==> src/rtl/uab_rv_pkg.sv <==
// rtl/uab_rv_pkg.sv - shared register map and debounce constants for the key PIO
package uab_rv_pkg;

   typedef enum logic [1:0] {
      REG_DATA = 2'd0,
      REG_MASK = 2'd1,
      REG_EDGE = 2'd2,
      REG_RSVD = 2'd3
   } reg_addr_e;

   // 20 ms at 50 MHz
   localparam int unsigned DEBOUNCE_CYCLES_DEFAULT = 1000000;

   function automatic int unsigned cnt_width(input int unsigned cycles);
      return (cycles > 1) ? $clog2(cycles) : 1;
   endfunction

endpackage

==> src/rtl/uab_debounce.sv <==
// rtl/uab_debounce.sv - per-key synchronizer and stable-time debouncer (stable: 1 = pressed)
module uab_debounce
   import uab_rv_pkg::*;
#(
   parameter int unsigned DEBOUNCE_CYCLES = DEBOUNCE_CYCLES_DEFAULT
) (
   input  logic clk,
   input  logic reset_n,
   input  logic key,
   output logic stable,
   output logic rise
);

   localparam int unsigned   CW   = cnt_width(DEBOUNCE_CYCLES);
   localparam logic [CW-1:0] LAST = CW'(DEBOUNCE_CYCLES - 1);

   logic          sync1;
   logic          sync2;
   logic [CW-1:0] cnt;
   logic          differ;
   logic          done;

   // Keys are active-low, so the released level is the synchronizer reset value
   assign differ = (~sync2) != stable;
   assign done   = differ && (cnt == LAST);
   assign rise   = done && !stable;

   always_ff @(posedge clk or negedge reset_n) begin
      if (!reset_n) begin
         sync1  <= 1'b1;
         sync2  <= 1'b1;
         cnt    <= '0;
         stable <= 1'b0;
      end else begin
         sync1 <= key;
         sync2 <= sync1;
         if (!differ || done) begin
            cnt <= '0;
         end else begin
            cnt <= cnt + CW'(1);
         end
         if (done) begin
            stable <= ~stable;
         end
      end
   end

endmodule

==> src/rtl/uab_key_pio.sv <==
// rtl/uab_key_pio.sv - debounced key PIO with DATA/MASK/EDGE registers and level irq
module uab_key_pio
   import uab_rv_pkg::*;
#(
   parameter int unsigned WIDTH           = 2,
   parameter int unsigned DEBOUNCE_CYCLES = DEBOUNCE_CYCLES_DEFAULT
) (
   input  logic             clk,
   input  logic             reset_n,
   input  logic [WIDTH-1:0] key_in,
   input  logic             chipselect,
   input  logic [1:0]       address,
   input  logic             read,
   input  logic             write,
   input  logic [31:0]      writedata,
   output logic [31:0]      readdata,
   output logic             irq
);

   logic [WIDTH-1:0] stable;
   logic [WIDTH-1:0] rise;
   logic [WIDTH-1:0] mask_q;
   logic [WIDTH-1:0] edge_q;
   logic [WIDTH-1:0] edge_clr;
   logic             wr_en;
   logic             rd_en;
   logic [31:0]      rd_mux;
   logic             unused_wdata;

   for (genvar i = 0; i < WIDTH; i++) begin : g_key
      uab_debounce #(
         .DEBOUNCE_CYCLES(DEBOUNCE_CYCLES)
      ) u_debounce (
         .clk    (clk),
         .reset_n(reset_n),
         .key    (key_in[i]),
         .stable (stable[i]),
         .rise   (rise[i])
      );
   end

   assign wr_en        = chipselect && write;
   assign rd_en        = chipselect && read;
   assign edge_clr     = (wr_en && address == REG_EDGE) ? writedata[WIDTH-1:0] : '0;
   assign unused_wdata = ^writedata;

   always_comb begin
      rd_mux = '0;
      case (address)
         REG_DATA: rd_mux = 32'(stable);
         REG_MASK: rd_mux = 32'(mask_q);
         REG_EDGE: rd_mux = 32'(edge_q);
         default:  rd_mux = '0;
      endcase
   end

   // Read mux samples pre-write state; a new edge beats a same-cycle clear
   always_ff @(posedge clk or negedge reset_n) begin
      if (!reset_n) begin
         mask_q   <= '0;
         edge_q   <= '0;
         irq      <= 1'b0;
         readdata <= '0;
      end else begin
         if (wr_en && address == REG_MASK) begin
            mask_q <= writedata[WIDTH-1:0];
         end
         edge_q <= (edge_q & ~edge_clr) | rise;
         irq    <= |(edge_q & mask_q);
         if (rd_en) begin
            readdata <= rd_mux;
         end
      end
   end

endmodule

==> config.mk <==
export PLATFORM = sky130hd
export DESIGN_NAME = uab_key_pio
export DESIGN_NICKNAME = d
export VERILOG_FILES = /design/src/rtl/uab_rv_pkg.sv /design/src/rtl/uab_debounce.sv /design/src/rtl/uab_key_pio.sv
export SDC_FILE = /design/constraint.sdc
export NUM_CORES = 1
export LEC_CHECK = 0
export ABC_CLOCK_PERIOD_IN_PS = 2200
export CORE_MARGIN = 10
export CORE_UTILIZATION = 50
export CTS_BUF_LIST = sky130_fd_sc_hd__clkbuf_2
export CTS_CLUSTER_DIAMETER = 100
export DETAILED_ROUTE_END_ITERATION = 16
export PLACE_DENSITY = 0.82
export SYNTH_ARGS = -nofsm -noshare
export SYNTH_HDL_FRONTEND = slang
export SYNTH_SLANG_ARGS = --single-unit
==> constraint.sdc <==
create_clock -name clk -period 2.2 [get_ports clk]
set_input_delay 0.33 -clock clk [delete_from_list [all_inputs] [get_ports clk]]
set_output_delay 0.33 -clock clk [all_outputs]
set_load 0.01 [all_outputs]
==> Yosys cells after proc, flatten, opt, wreduce, memory -nomap -nowiden <==
Cells that the tools add are included.
Widths: inputs -> output; s select.
{ "totals": {"ff_bits": 83, "input_bits": 41, "out_inout_bits": 33, "wordCells": 48} }
{ "classes": {"n_addsub": 2, "n_eq_ne": 6, "n_mux": 4, "n_bitwise": 8, "n_reduce_logical": 16} }
{ "op_table": {"columns": ["op", "count"], "rows": [
  ["$add 20x1->20 const B", 2],
  ["$eq 20x20->1 const B", 2],
  ["$mux 20", 2],
  ["$logic_and 1x1->1", 8],
  ["$pmux 2 s3", 1],
  ["$and 2x2->2", 2],
  ["$logic_not 1->1", 4],
  ["$not 1->1", 4],
  ["$eq 2x1->1 const B", 1],
  ["$eq 2x2->1 const B", 1],
  ["$logic_not 2->1", 1],
  ["$logic_or 1x1->1", 2],
  ["$mux 2", 1],
  ["$ne 1x1->1", 2],
  ["$not 2->2", 1],
  ["$or 2x2->2", 1],
  ["$reduce_or 2->1", 1]
]} }

==> Longest topological paths before layout <==
Gate-level depths: netlist of the first run.
{ "depth": {"word_depth": 6, "depth_mapped": 6, "mapped_depth_nobuf": 5} }

==> Modules after synthesis <==
Synthesis of the first run repeated with hierarchy kept, for this count alone.
{ "unflattened": {"cells_unflattened": 270, "hier_area_um2": 2777.7} }
{ "by_module_without_submodules": {"columns": ["mod", "instances", "cells_per_inst", "area_per_inst_um2", "seq_area_each_um2"], "rows": [
  ["uab_debounce", 2, 107, 1117.3, 578.1],
  ["uab_key_pio", 1, 56, 543.0, 175.2]
]} }

==> Worst setup path after synthesis of the first run <==
No wires, ideal clock.
{ "synth_path": {"path_type": "reg2reg", "start": "register g_key[1].u_debounce.cnt[0]", "end": "register g_key[1].u_debounce.cnt[18]", "setup_time_ns": 0.073, "t_arrival_ns": 1.917, "required_ns": 2.127, "slack_ns": 0.210, "stages_incl_launch_ff": 7, "n_path_buf": 1, "period_less_slack_ns": 1.990, "cell_sequence": "dfrtp_1 > ha_1 > nand2_1 > or4_1 > buf_2 > or4_4 > a21oi_2"} }
{ "synth_via": {"elab_chain_len": 4, "elab_cells_between_ends": 5, "classes_between": "add/sub: 1; eq/ne: 1; mux: 1; reduce/logical: 2"} }
{ "synth_rtl": {"columns": ["element", "line_no", "text"], "rows": [
  ["start: declaration", "uab_debounce.sv:19", "logic [CW-1:0] cnt;"],
  ["start signal: assignment", "uab_debounce.sv:40", "cnt <= cnt + CW'(1);"],
  ["parallel branches: the longest is 3 deep, another holds $add 20x1->20", null, null],
  ["$mux 20 (*)", "uab_debounce.sv:37", "if (!differ || done) begin"]
]} }
Every way passes the cells marked *.
A chain may end at the register's enable or synchronous reset.

==> Final worst setup path of the first run <==
{ "layout_path": {"start": "register g_key[1].u_debounce.cnt[13]", "end": "register g_key[1].u_debounce.cnt[4]"} }
{ "layout_via": {"elab_chain_len": 4} }
{ "layout_rtl": {"columns": ["element", "line_no", "text"], "rows": [
  ["$eq 20x20->1", "uab_debounce.sv:25", "assign done = differ && (cnt == LAST);"],
  ["$logic_and 1x1->1", "uab_debounce.sv:25", null],
  ["$logic_or 1x1->1", "uab_debounce.sv:37", null],
  ["$mux 20", "uab_debounce.sv:37", null]
]} }
Every way passes these cells.

==> results.tsv, run 1 <==
metric	value	unit
ant diodes	0	
Die ar.	0.00897	sq mm
#FFs+latches synth	53	
worst hold path type	primary input to register	
Port Buf Inserts	13	
Pre-antenna DRT Iters	4	
number of global-route vias before repair	1882	
status	finished, final reports clean	
pin count of the biggest net entering global routing	54	
EDFF count, synth	0	
detailed-route wire length per cell	13.6	microns
Placed Area	0.00292	sq mm
synthesized area	0.00279	sq mm
worst hold margin	0.269	ns
crit-path cells	or4_1 -> or4_4 -> o22ai_2 -> buf_12 -> nor2_1	
ys flop type	dfrtp_1	
final core utilization	54.8	%
Post-Synthesis Cells	282	
drc violations	0	
CTS tree	yes	
first-pass GRT wire length	8690	microns
setup repair after global routing missed its margin	false	
# setup viols final	0	
worst setup path class	register to register	
CTS max path bufs	2	
initial antenna violation count	0	
startpoint types	register	
Critical Path RT	2.55	ns
Clk Latency, worst-skew pair	0.46	ns
Vias	2005	
# placed instances	368	
Post-Route WL	5120	microns
Layout Cells excl Fill	377	
Async SR Flop Fraction	100	%
share of layout cells above drive strength 1	10.5	%
row cnt	27	
Worst Setup End Kind	register	
fin crit period	2.07	ns
synthesized area per cell	9.90	sq um
core box area	0.00547	sq mm
Root Buffer	clkbuf_2	
Setup TNS	0	ns
Rel. slew slack	56.2	%
Worst Max-Slew Pin Slew	0.657	ns
CP arrival	2.42	ns
chip height	94.7	microns
CP bufs+invs	1	
Routed Antenna Nets	0	
fin crit share	94.1	%
crit-path max FO	20	
vias per cell	5.32	
Top Ports	74	
Leak Pwr	1.24	nW
post-CTS sizing	0	
overall global routing resource usage	11.7	%
clock sinks	53	
skew final	0.0293	ns
final hold vios	0	
reported max-cap violation count	0	
max incr delay on CP	0.57	ns
YS warnings	0	
Nets	347	
Starting Density	51.0	%
Synth cell types	42	
Top Family by Delay on Critical Path	simple AND/OR/NAND/NOR gates	
1st-iter DRT viols	95	
hpwl dp	3700	microns
total CTS buffers	5	
Die Wd	94.7	microns
Finished Cell Area	0.00300	sq mm
final global-route overflow total	0	
Max Slew Vio Count	0	
PwrDens	560	mW/mm^2
clk slew on worst S/H paths	0.24	ns
htree depth	2	
Seq/Total Area, Yosys	47.7	%
fmax	0.483	GHz
slowest cell on the critical path	or4_4	
P&R area growth vs syn	7.35	%
maximum vdd drop	0.294	mV
gp weighted congestion	0.855	
setup bufs post-CTS	0	
## registers in the layout, summed over array words and instances, names as in the netlist
register	count
g_key.u_debounce.cnt	40
edge_q	2
g_key.u_debounce.stable	2
g_key.u_debounce.sync1	2
g_key.u_debounce.sync2	2
mask_q	2
readdata	2
irq	1
## worst reg2reg max path, cell delays in order, from the launching register on
cell and delay, ns:
dfrtp_1 0.44, or4_1 0.52, or4_4 0.57, o22ai_2 0.20, buf_12 0.18, nor2_1 0.07
## layout by cell type, fill, tap and decap left out, drive strengths merged, types with 6 or more instances in the layout
cell           instances
or3                   12
buf                    9
conb                  30
a21oi                 18
nor2                  29
o21ai                 13
xor2                  10
dfrtp                 49
clkdlybuf4s50         12
o31ai                  7
nand4                  6
nand2                 14
clkbuf                 6
inv                    6
nand3                 19
xnor2                 13
or4                    8
## synth_stat cells (3+ instances only)
library cell / instances / area [sq um]
dfrtp_1: 49 / 1230
or4_1: 6 / 45.0
nand3_1: 18 / 90.1
nand4_1: 5 / 31.3
inv_1: 6 / 22.5
nor3_1: 5 / 25.0
o31ai_1: 6 / 45.0
and3_1: 4 / 25.0
dfstp_2: 4 / 105
nor4_1: 3 / 18.8
nand2_1: 14 / 52.6
xor2_1: 10 / 87.6
or3_1: 12 / 75.1
buf_4: 30 / 225
nor2_1: 29 / 109
o21ai_0: 13 / 65.1
a21oi_1: 17 / 85.1
and4_1: 4 / 35.0
xnor2_1: 13 / 114
## worst paths after layout
path / startpoint / end / slack [ns] / cells past startpoint
hold / removal: key_in[1] / g_key[1].u_debounce.sync1 / 0.27 / 1
min in group asynchronous: reset_n / g_key[0].u_debounce.cnt[14] / 0.48 / 3
max in group asynchronous: reset_n / g_key[1].u_debounce.cnt[5] / 1.27 / 3
hold reg to reg: g_key[0].u_debounce.sync1 / g_key[0].u_debounce.sync2 / 0.35 / 0
setup reg to reg: g_key[1].u_debounce.cnt[13] / g_key[1].u_debounce.cnt[4] / 0.13 / 5
setup / recovery: g_key[1].u_debounce.cnt[13] / g_key[1].u_debounce.cnt[4] / 0.13 / 5
## per-stage QoR
step | worst slack [ns] | power (W)
6_report | 0.130 | 0.00168
5_1_grt | 0.0350 | 0.00176
4_1_cts | 0.118 | 0.00169
3_5_place_dp | 0.164 | 0.00120
3_3_place_gp | 0.178 | 0.00120
2_1_floorplan | 0.210 | 0.00117
## metal layers
layer | vias up | part of all wire, % | global-route usage, % | wire, microns
li1 | 981 | - | - | -
met1 | 970 | 45 | 15.2 | 2330
met2 | 47 | 46 | 18.3 | 2340
met3 | 7 | 7.7 | 3.65 | 393
met4 | 0 | 1.1 | 3.87 | 56
met5 | - | 0 | 0 | 0
## report_power, final
part	switching [W]	leakage, nW	total, W	internal [W]
logic	0.0000893	0.490	0.000152	0.0000631
registers	0.0000250	0.712	0.00104	0.00101
clock network	0.000297	0.0406	0.000491	0.000193
total	0.000412	1.24	0.00168	0.00127
## cells by family after synthesis
kind of cell | count (synthesis) | synth area share, %
and+or+nand+nor | 114 | 22.7
DFF | 53 | 47.7
AOI/OAI and AO/OA | 43 | 9.59
buffers and inverters | 42 | 10.3
xor gates and xnor gates | 23 | 7.21
muxes | 4 | 1.52
adders and majority gates | 2 | 0.896
other | 1 | 0.134
## timing repair
item,in CTS,in global routing
setup endpoints to repair,0,0
hold endpoints to repair,49,0
hold buffers,1,0
## final cells by class
| type | count | area (sq um) |
|---|---|---|
| multi-input combinational | 216 | 1280 |
| timing repair buffer | 22 | 208 |
| clock inverter | 2 | 33.8 |
| tap | 72 | 90.1 |
| inverter | 6 | 22.5 |
| clock buffer | 6 | 30.0 |
| fill | 504 | 2470 |
| sequential | 53 | 1330 |
(Power assumes the default switching activity.)
==> run 2, diff against run 1 <==
--- a/config.mk
+++ b/config.mk
@@ -12,6 +12,7 @@
 export CTS_CLUSTER_DIAMETER = 100
 export DETAILED_ROUTE_END_ITERATION = 16
 export PLACE_DENSITY = 0.82
+export SETUP_SLACK_MARGIN = 0.4
 export SYNTH_ARGS = -nofsm -noshare
 export SYNTH_HDL_FRONTEND = slang
 export SYNTH_SLANG_ARGS = --single-unit
==> run 2 against run 1 <==
Final cell count is 3.4% higher. Maximum frequency is 1.3% higher. Clock power is 24% lower. Worst hold slack better by 0.013 ns. Sequential share of layout area is 1.8 points lower. Critical endpoint is now g_key[1].u_debounce.cnt[3]. Flip-flop and latch count stayed put. Critical path depth stayed put. Clock skew is 0.0091 ns lower. Global-route usage is 0.13 points lower. Worst setup slack better by 0.027 ns.
==> results.tsv, run 2 (synthesis results as in run 1) <==
metric	value	unit	change
Power Internal	0.00117	W	was 0.00127 W
clock sinks	53		unchanged
setup repair after global routing missed its margin	true		was false
Leak Pwr	1.30	nW	was 1.24 nW
worst r2r path cells	5		unchanged
Port Buf Inserts	13		unchanged
Nets	360		was 347
commonest non-fill, non-tap cell in the layout	dfrtp_1		unchanged
first-pass GRT wire length	8630	microns	was 8690 microns
overall global routing resource usage	11.6	%	was 11.7%
P&R area growth vs syn	12.0	%	was 7.35%
Starting Density	51.0	%	unchanged
Top Ports	74		unchanged
drc violations	0		unchanged
worst setup path class	register to register		unchanged
Worst Setup End Kind	register		unchanged
fin crit share	92.9	%	was 94.1%
Worst Max-Slew Pin Slew	0.522	ns	was 0.657 ns
pin count of the biggest net entering global routing	24		was 54
Clk Latency, worst-skew pair	0.43	ns	was 0.46 ns
fin crit period	2.04	ns	was 2.07 ns
CP bufs+invs	1		unchanged
worst hold margin	0.282	ns	was 0.269 ns
share of layout cells above drive strength 1	17.0	%	was 10.5%
Worst Hold Depth	1		unchanged
Worst Hold Path EP	g_key[1].u_debounce.sync1		unchanged
Root Buffer	clkbuf_2		unchanged
# setup viols final	0		unchanged
most frequent cells in the layout	dfrtp_1, conb_1, nor2_1		unchanged
R2R setup slack	0.16	ns	was 0.13 ns
chip height	94.7	microns	unchanged
CP arrival	2.39	ns	was 2.42 ns
Pre-antenna DRT Iters	4		unchanged
slowest cell on the critical path	or4_4		unchanged
CTS max path bufs	2		unchanged
Die ar.	0.00897	sq mm	unchanged
switching pwr	0.000409	W	was 0.000412 W
Critical R2R Capture	g_key[1].u_debounce.cnt[3]		was g_key[1].u_debounce.cnt[4]
crit-path max FO	20		unchanged
max incr delay on CP	0.57	ns	about the same
Routed Antenna Nets	0		unchanged
Critical Path RT	2.54	ns	was 2.55 ns
Combinational Power Share	10.9	%	was 9.1%
Hold Startpoint	key_in[1]		unchanged
detailed-route wire length per cell	13.7	microns	was 13.6 microns
clock power share	23.6	%	was 29.2%
final global-route overflow total	0		unchanged
Largest Register	g_key.u_debounce.cnt		unchanged
fmax	0.489	GHz	was 0.483 GHz
skew final	0.0202	ns	was 0.0293 ns
max FFs per register	40		unchanged
Net Sw Frac	25.9	%	was 24.5%
clk slew on worst S/H paths	0.22	ns	was 0.24 ns
Vias	2034		was 2,005
share of power burned in registers	65.5	%	was 61.7%
number of fill cells	463		was 504
total CTS buffers	5		unchanged
R2R Path Start	g_key[1].u_debounce.cnt[10]		was g_key[1].u_debounce.cnt[13]
register area	0.00133	sq mm	unchanged
Die Wd	94.7	microns	unchanged
core box area	0.00547	sq mm	unchanged
vias per cell	5.22		was 5.32
ant diodes	0		unchanged
startpoint types	register		unchanged
Setup crit start	g_key[1].u_debounce.cnt[10]		was g_key[1].u_debounce.cnt[13]
Rel. slew slack	65.2	%	was 56.2%
reported max-cap violation count	0		unchanged
maximum vdd drop	0.227	mV	was 0.294 mV
row cnt	27		unchanged
Top Family by Delay on Critical Path	simple AND/OR/NAND/NOR gates		unchanged
Max Slew Vio Count	0		unchanged
1st-iter DRT viols	136		was 95
# placed instances	366		was 368
final hold vios	0		unchanged
CTS tree	yes		unchanged
number of global-route vias before repair	1945		was 1,882
Layout Cells excl Fill	390		was 377
initial antenna violation count	0		unchanged
hpwl dp	3760	microns	was 3700 microns
status	finished, final reports clean		unchanged
htree depth	2		unchanged
Post-Route WL	5330	microns	was 5120 microns
worst hold path type	primary input to register		unchanged
PwrDens	506	mW/mm^2	was 560 mW/mm^2
area of the multi-input gates	0.00134	sq mm	was 0.00128 sq mm
gp weighted congestion	0.763		was 0.855
Setup TNS	0	ns	unchanged
crit-path cells	or4b_1 -> or4_4 -> o22ai_4 -> buf_12 -> nor2_1		was or4_1 -> or4_4 -> o22ai_2 -> buf_12 -> nor2_1
run 2: repair_timing:
item	4_1_cts	5_1_grt
pin swaps	0	4
hold endpoints to repair	19	0
endpoints found under the setup margin	27	27
buffers inserted	7	8
gates resized for setup	4	7
hold buffers	1	0
run 2: power groups by stage:
| stage | sequential (W) | clock, W | combinational, W |
|---|---|---|---|
| after floorplan | 0.00105 | 0 | 0.000117 |
| after global placement | 0.00105 | 0 | 0.000152 |
| after detailed placement | 0.00105 | 0 | 0.000154 |
| after CTS | 0.00103 | 0.000389 | 0.000164 |
| after global routing | 0.00104 | 0.000420 | 0.000191 |
| final | 0.00104 | 0.000374 | 0.000172 |
run 2: worst max-delay path by stage:
stage / to / depth (start not counted)
finish: g_key[1].u_debounce.cnt[3] / 5
global placement: g_key[1].u_debounce.cnt[19] / 5
detailed placement: g_key[1].u_debounce.cnt[17] / 5
global route: g_key[1].u_debounce.cnt[3] / 5
floorplan: g_key[1].u_debounce.cnt[19] / 5
CTS: g_key[1].u_debounce.cnt[3] / 5
run 2: through the flow:
step	setup WS (ns)	util [%]	power, W	instance area (sq um)
4_1_cts	0.155	55.3	0.00159	3030
6_report	0.157	57.1	0.00158	3130
2_1_floorplan	0.240	-	0.00117	2920
5_1_grt	0.0951	57.1	0.00165	3130
3_3_place_gp	0.138	53.3	0.00120	2920
3_5_place_dp	0.108	53.3	0.00121	2920
run 2: cell type report:
class / instances / area share, %
Tap cell: 72 / 2.88
Inverter: 6 / 0.720
Clock inverter: 1 / 0.120
Multi-Input combinational cell: 216 / 42.8
Timing Repair Buffer: 35 / 9.76
Sequential cell: 53 / 42.6
Clock buffer: 7 / 1.12
run 2: per-layer routing:
metal / vias to the layer above / part of all wire [%] / global-route usage, %
met5: - / 0 / 0
met4: 0 / 1.8 / 4.49
met3: 8 / 7.5 / 2.78
met2: 46 / 46 / 19.5
met1: 971 / 44 / 14.1
li1: 1009 / - / -
run 2: worst reg2reg max path: stages, from the launching register on:
cell	delay, ns
dfrtp_1	0.43
or4b_1	0.53
or4_4	0.57
o22ai_4	0.19
buf_12	0.18
nor2_1	0.07
==> run 3, diff against run 2 <==
--- a/config.mk
+++ b/config.mk
@@ -6,6 +6,7 @@
 export NUM_CORES = 1
 export LEC_CHECK = 0
 export ABC_CLOCK_PERIOD_IN_PS = 2200
+export CORE_ASPECT_RATIO = 0.75
 export CORE_MARGIN = 10
 export CORE_UTILIZATION = 50
 export CTS_BUF_LIST = sky130_fd_sc_hd__clkbuf_2
==> run 3 against run 2 <==
Total power is 7.3% higher. Core utilization increased by 1.0 points. Critical path type unchanged. First-iteration DRC count up 1.5%. Largest cell class unchanged. Routed wire length increased by 1.3%. Flip-flop and latch count stayed put. Clock power is 32% higher. Combinational power decreased by 2%. Register-to-register slack barely moved.
==> results.tsv, run 3 (synthesis results as in run 1) <==
metric	value	unit	change
status	finished, final reports clean		unchanged
Die ar.	0.00901	sq mm	was 0.00897 sq mm
total CTS buffers	5		unchanged
first-pass GRT wire length	9250	microns	was 8630 microns
Hold Startpoint	key_in[1]		unchanged
Worst Max-Slew Pin Slew	0.649	ns	was 0.522 ns
commonest non-fill, non-tap cell in the layout	dfrtp_1		unchanged
final core utilization	58.2	%	was 57.1%
vias per cell	5.33		was 5.22
detailed-route wire length per cell	14.0	microns	was 13.7 microns
Worst Hold Depth	1		unchanged
startpoint types	register		unchanged
Root Buffer	clkbuf_2		unchanged
worst hold margin	0.254	ns	was 0.282 ns
Critical Path RT	2.56	ns	was 2.54 ns
Nets	353		was 360
Routed Antenna Nets	0		unchanged
Clk Latency, worst-skew pair	0.43	ns	about the same
Layout Cells excl Fill	386		was 390
crit-path max FO	20		unchanged
R2R setup slack	0.15	ns	was 0.16 ns
Worst Setup End Kind	register		unchanged
P&R area growth vs syn	12.1	%	was 12.0%
Die Wd	106	microns	was 94.7 microns
row cnt	23		was 27
Power Total	0.00170	W	was 0.00158 W
Starting Density	51.9	%	was 51.0%
max FFs per register	40		unchanged
# setup viols final	0		unchanged
met2 wire length	2400	microns	was 2470 microns
gp weighted congestion	0.824		was 0.763
Max Slew Vio Count	0		unchanged
Post-Route WL	5400	microns	was 5330 microns
number of global-route vias before repair	2007		was 1,945
initial antenna violation count	0		unchanged
htree depth	2		unchanged
pin count of the biggest net entering global routing	54		was 24
worst r2r path cells	5		unchanged
worst hold path type	primary input to register		unchanged
wire length on met3	324	microns	was 399 microns
clock sinks	53		unchanged
# placed instances	367		was 366
ant diodes	0		unchanged
core box area	0.00538	sq mm	was 0.00547 sq mm
fin crit period	2.05	ns	was 2.04 ns
worst setup path class	register to register		unchanged
Setup TNS	0	ns	unchanged
Vias	2056		was 2,034
Worst Hold Path EP	g_key[1].u_debounce.sync1		unchanged
Top Ports	74		unchanged
most frequent cells in the layout	dfrtp_1, conb_1, nor2_1		unchanged
PwrDens	542	mW/mm^2	was 506 mW/mm^2
Port Buf Inserts	13		unchanged
1st-iter DRT viols	138		was 136
fmax	0.488	GHz	was 0.489 GHz
maximum vdd drop	0.186	mV	was 0.227 mV
final global-route overflow total	0		unchanged
share of layout cells above drive strength 1	17.4	%	was 17.0%
fin crit share	93.2	%	was 92.9%
skew final	0.0172	ns	was 0.0202 ns
clk slew on worst S/H paths	0.26	ns	was 0.22 ns
reported max-cap violation count	0		unchanged
CTS max path bufs	2		unchanged
drc violations	0		unchanged
hpwl dp	3790	microns	was 3760 microns
Leak Pwr	1.28	nW	was 1.30 nW
final hold vios	0		unchanged
number of fill cells	460		was 463
Top Metal Used	met4		unchanged
Largest Register	g_key.u_debounce.cnt		unchanged
CTS tree	yes		unchanged
R2R Path Start	g_key[1].u_debounce.cnt[11]		was g_key[1].u_debounce.cnt[10]
Pre-antenna DRT Iters	4		unchanged
Rel. slew slack	56.7	%	was 65.2%
M1 wire length	2600	microns	was 2360 microns
overall global routing resource usage	11.9	%	was 11.6%
chip height	84.7	microns	was 94.7 microns
Critical R2R Capture	g_key[1].u_debounce.cnt[3]		unchanged
setup repair after global routing missed its margin	true		unchanged
CP arrival	2.41	ns	was 2.39 ns
[run 3: worst max path at each step]
stage,from,endpoint
2_1_floorplan,g_key[1].u_debounce.cnt[10],g_key[1].u_debounce.cnt[19]
3_3_place_gp,g_key[1].u_debounce.cnt[10],g_key[1].u_debounce.cnt[19]
3_5_place_dp,g_key[1].u_debounce.cnt[10],g_key[1].u_debounce.cnt[3]
4_1_cts,g_key[1].u_debounce.cnt[10],g_key[1].u_debounce.cnt[3]
5_1_grt,g_key[1].u_debounce.cnt[10],g_key[1].u_debounce.cnt[3]
6_report,g_key[1].u_debounce.cnt[11],g_key[1].u_debounce.cnt[3]
[run 3: where the power goes]
part,internal (W),switching [W]
logic,0.0000736,0.0000947
registers,0.00101,0.0000250
clock network,0.000193,0.000298
total,0.00128,0.000418
[run 3: final cells by class]
cell class | instances | area (sq um) | share of cell area [%]
clock buffers | 6 | 30.0 | 0.959
repair buffers | 28 | 256 | 8.19
flip-flops and latches | 53 | 1330 | 42.6
well taps | 75 | 93.8 | 3.00
multi-input cells | 216 | 1360 | 43.4
clock inverters | 2 | 33.8 | 1.08
inverters | 6 | 22.5 | 0.719
[run 3: metrics by stage]
stage / area (sq um) / setup WS [ns]
after CTS: 3040 / 0.131
after global placement: 2910 / 0.130
after floorplan: 2920 / 0.240
after global routing: 3130 / 0.0665
final: 3130 / 0.150
after detailed placement: 2910 / 0.112
[run 3: metal layers]
layer,vias up,track usage [%]
met5,-,0
met2,68,18.6
met1,988,15.6
li1,994,-
met3,6,3.36
met4,0,3.80
[run 3: critical path, cell delays in order (launching register included)]
cell     delay (ns)
dfrtp_1        0.46
or4b_4         0.52
or4_4          0.57
o22ai_4        0.19
buf_12         0.17
nor2_1         0.06
[run 3: timing repair]
| item | in CTS | in global routing |
|---|---|---|
| hold buffers | 1 | 0 |
| pin swaps | 0 | 5 |
| setup endpoints to repair | 42 | 29 |
| resized for setup | 7 | 13 |
| setup buffers | 5 | 5 |
| hold endpoints to repair | 49 | 0 |
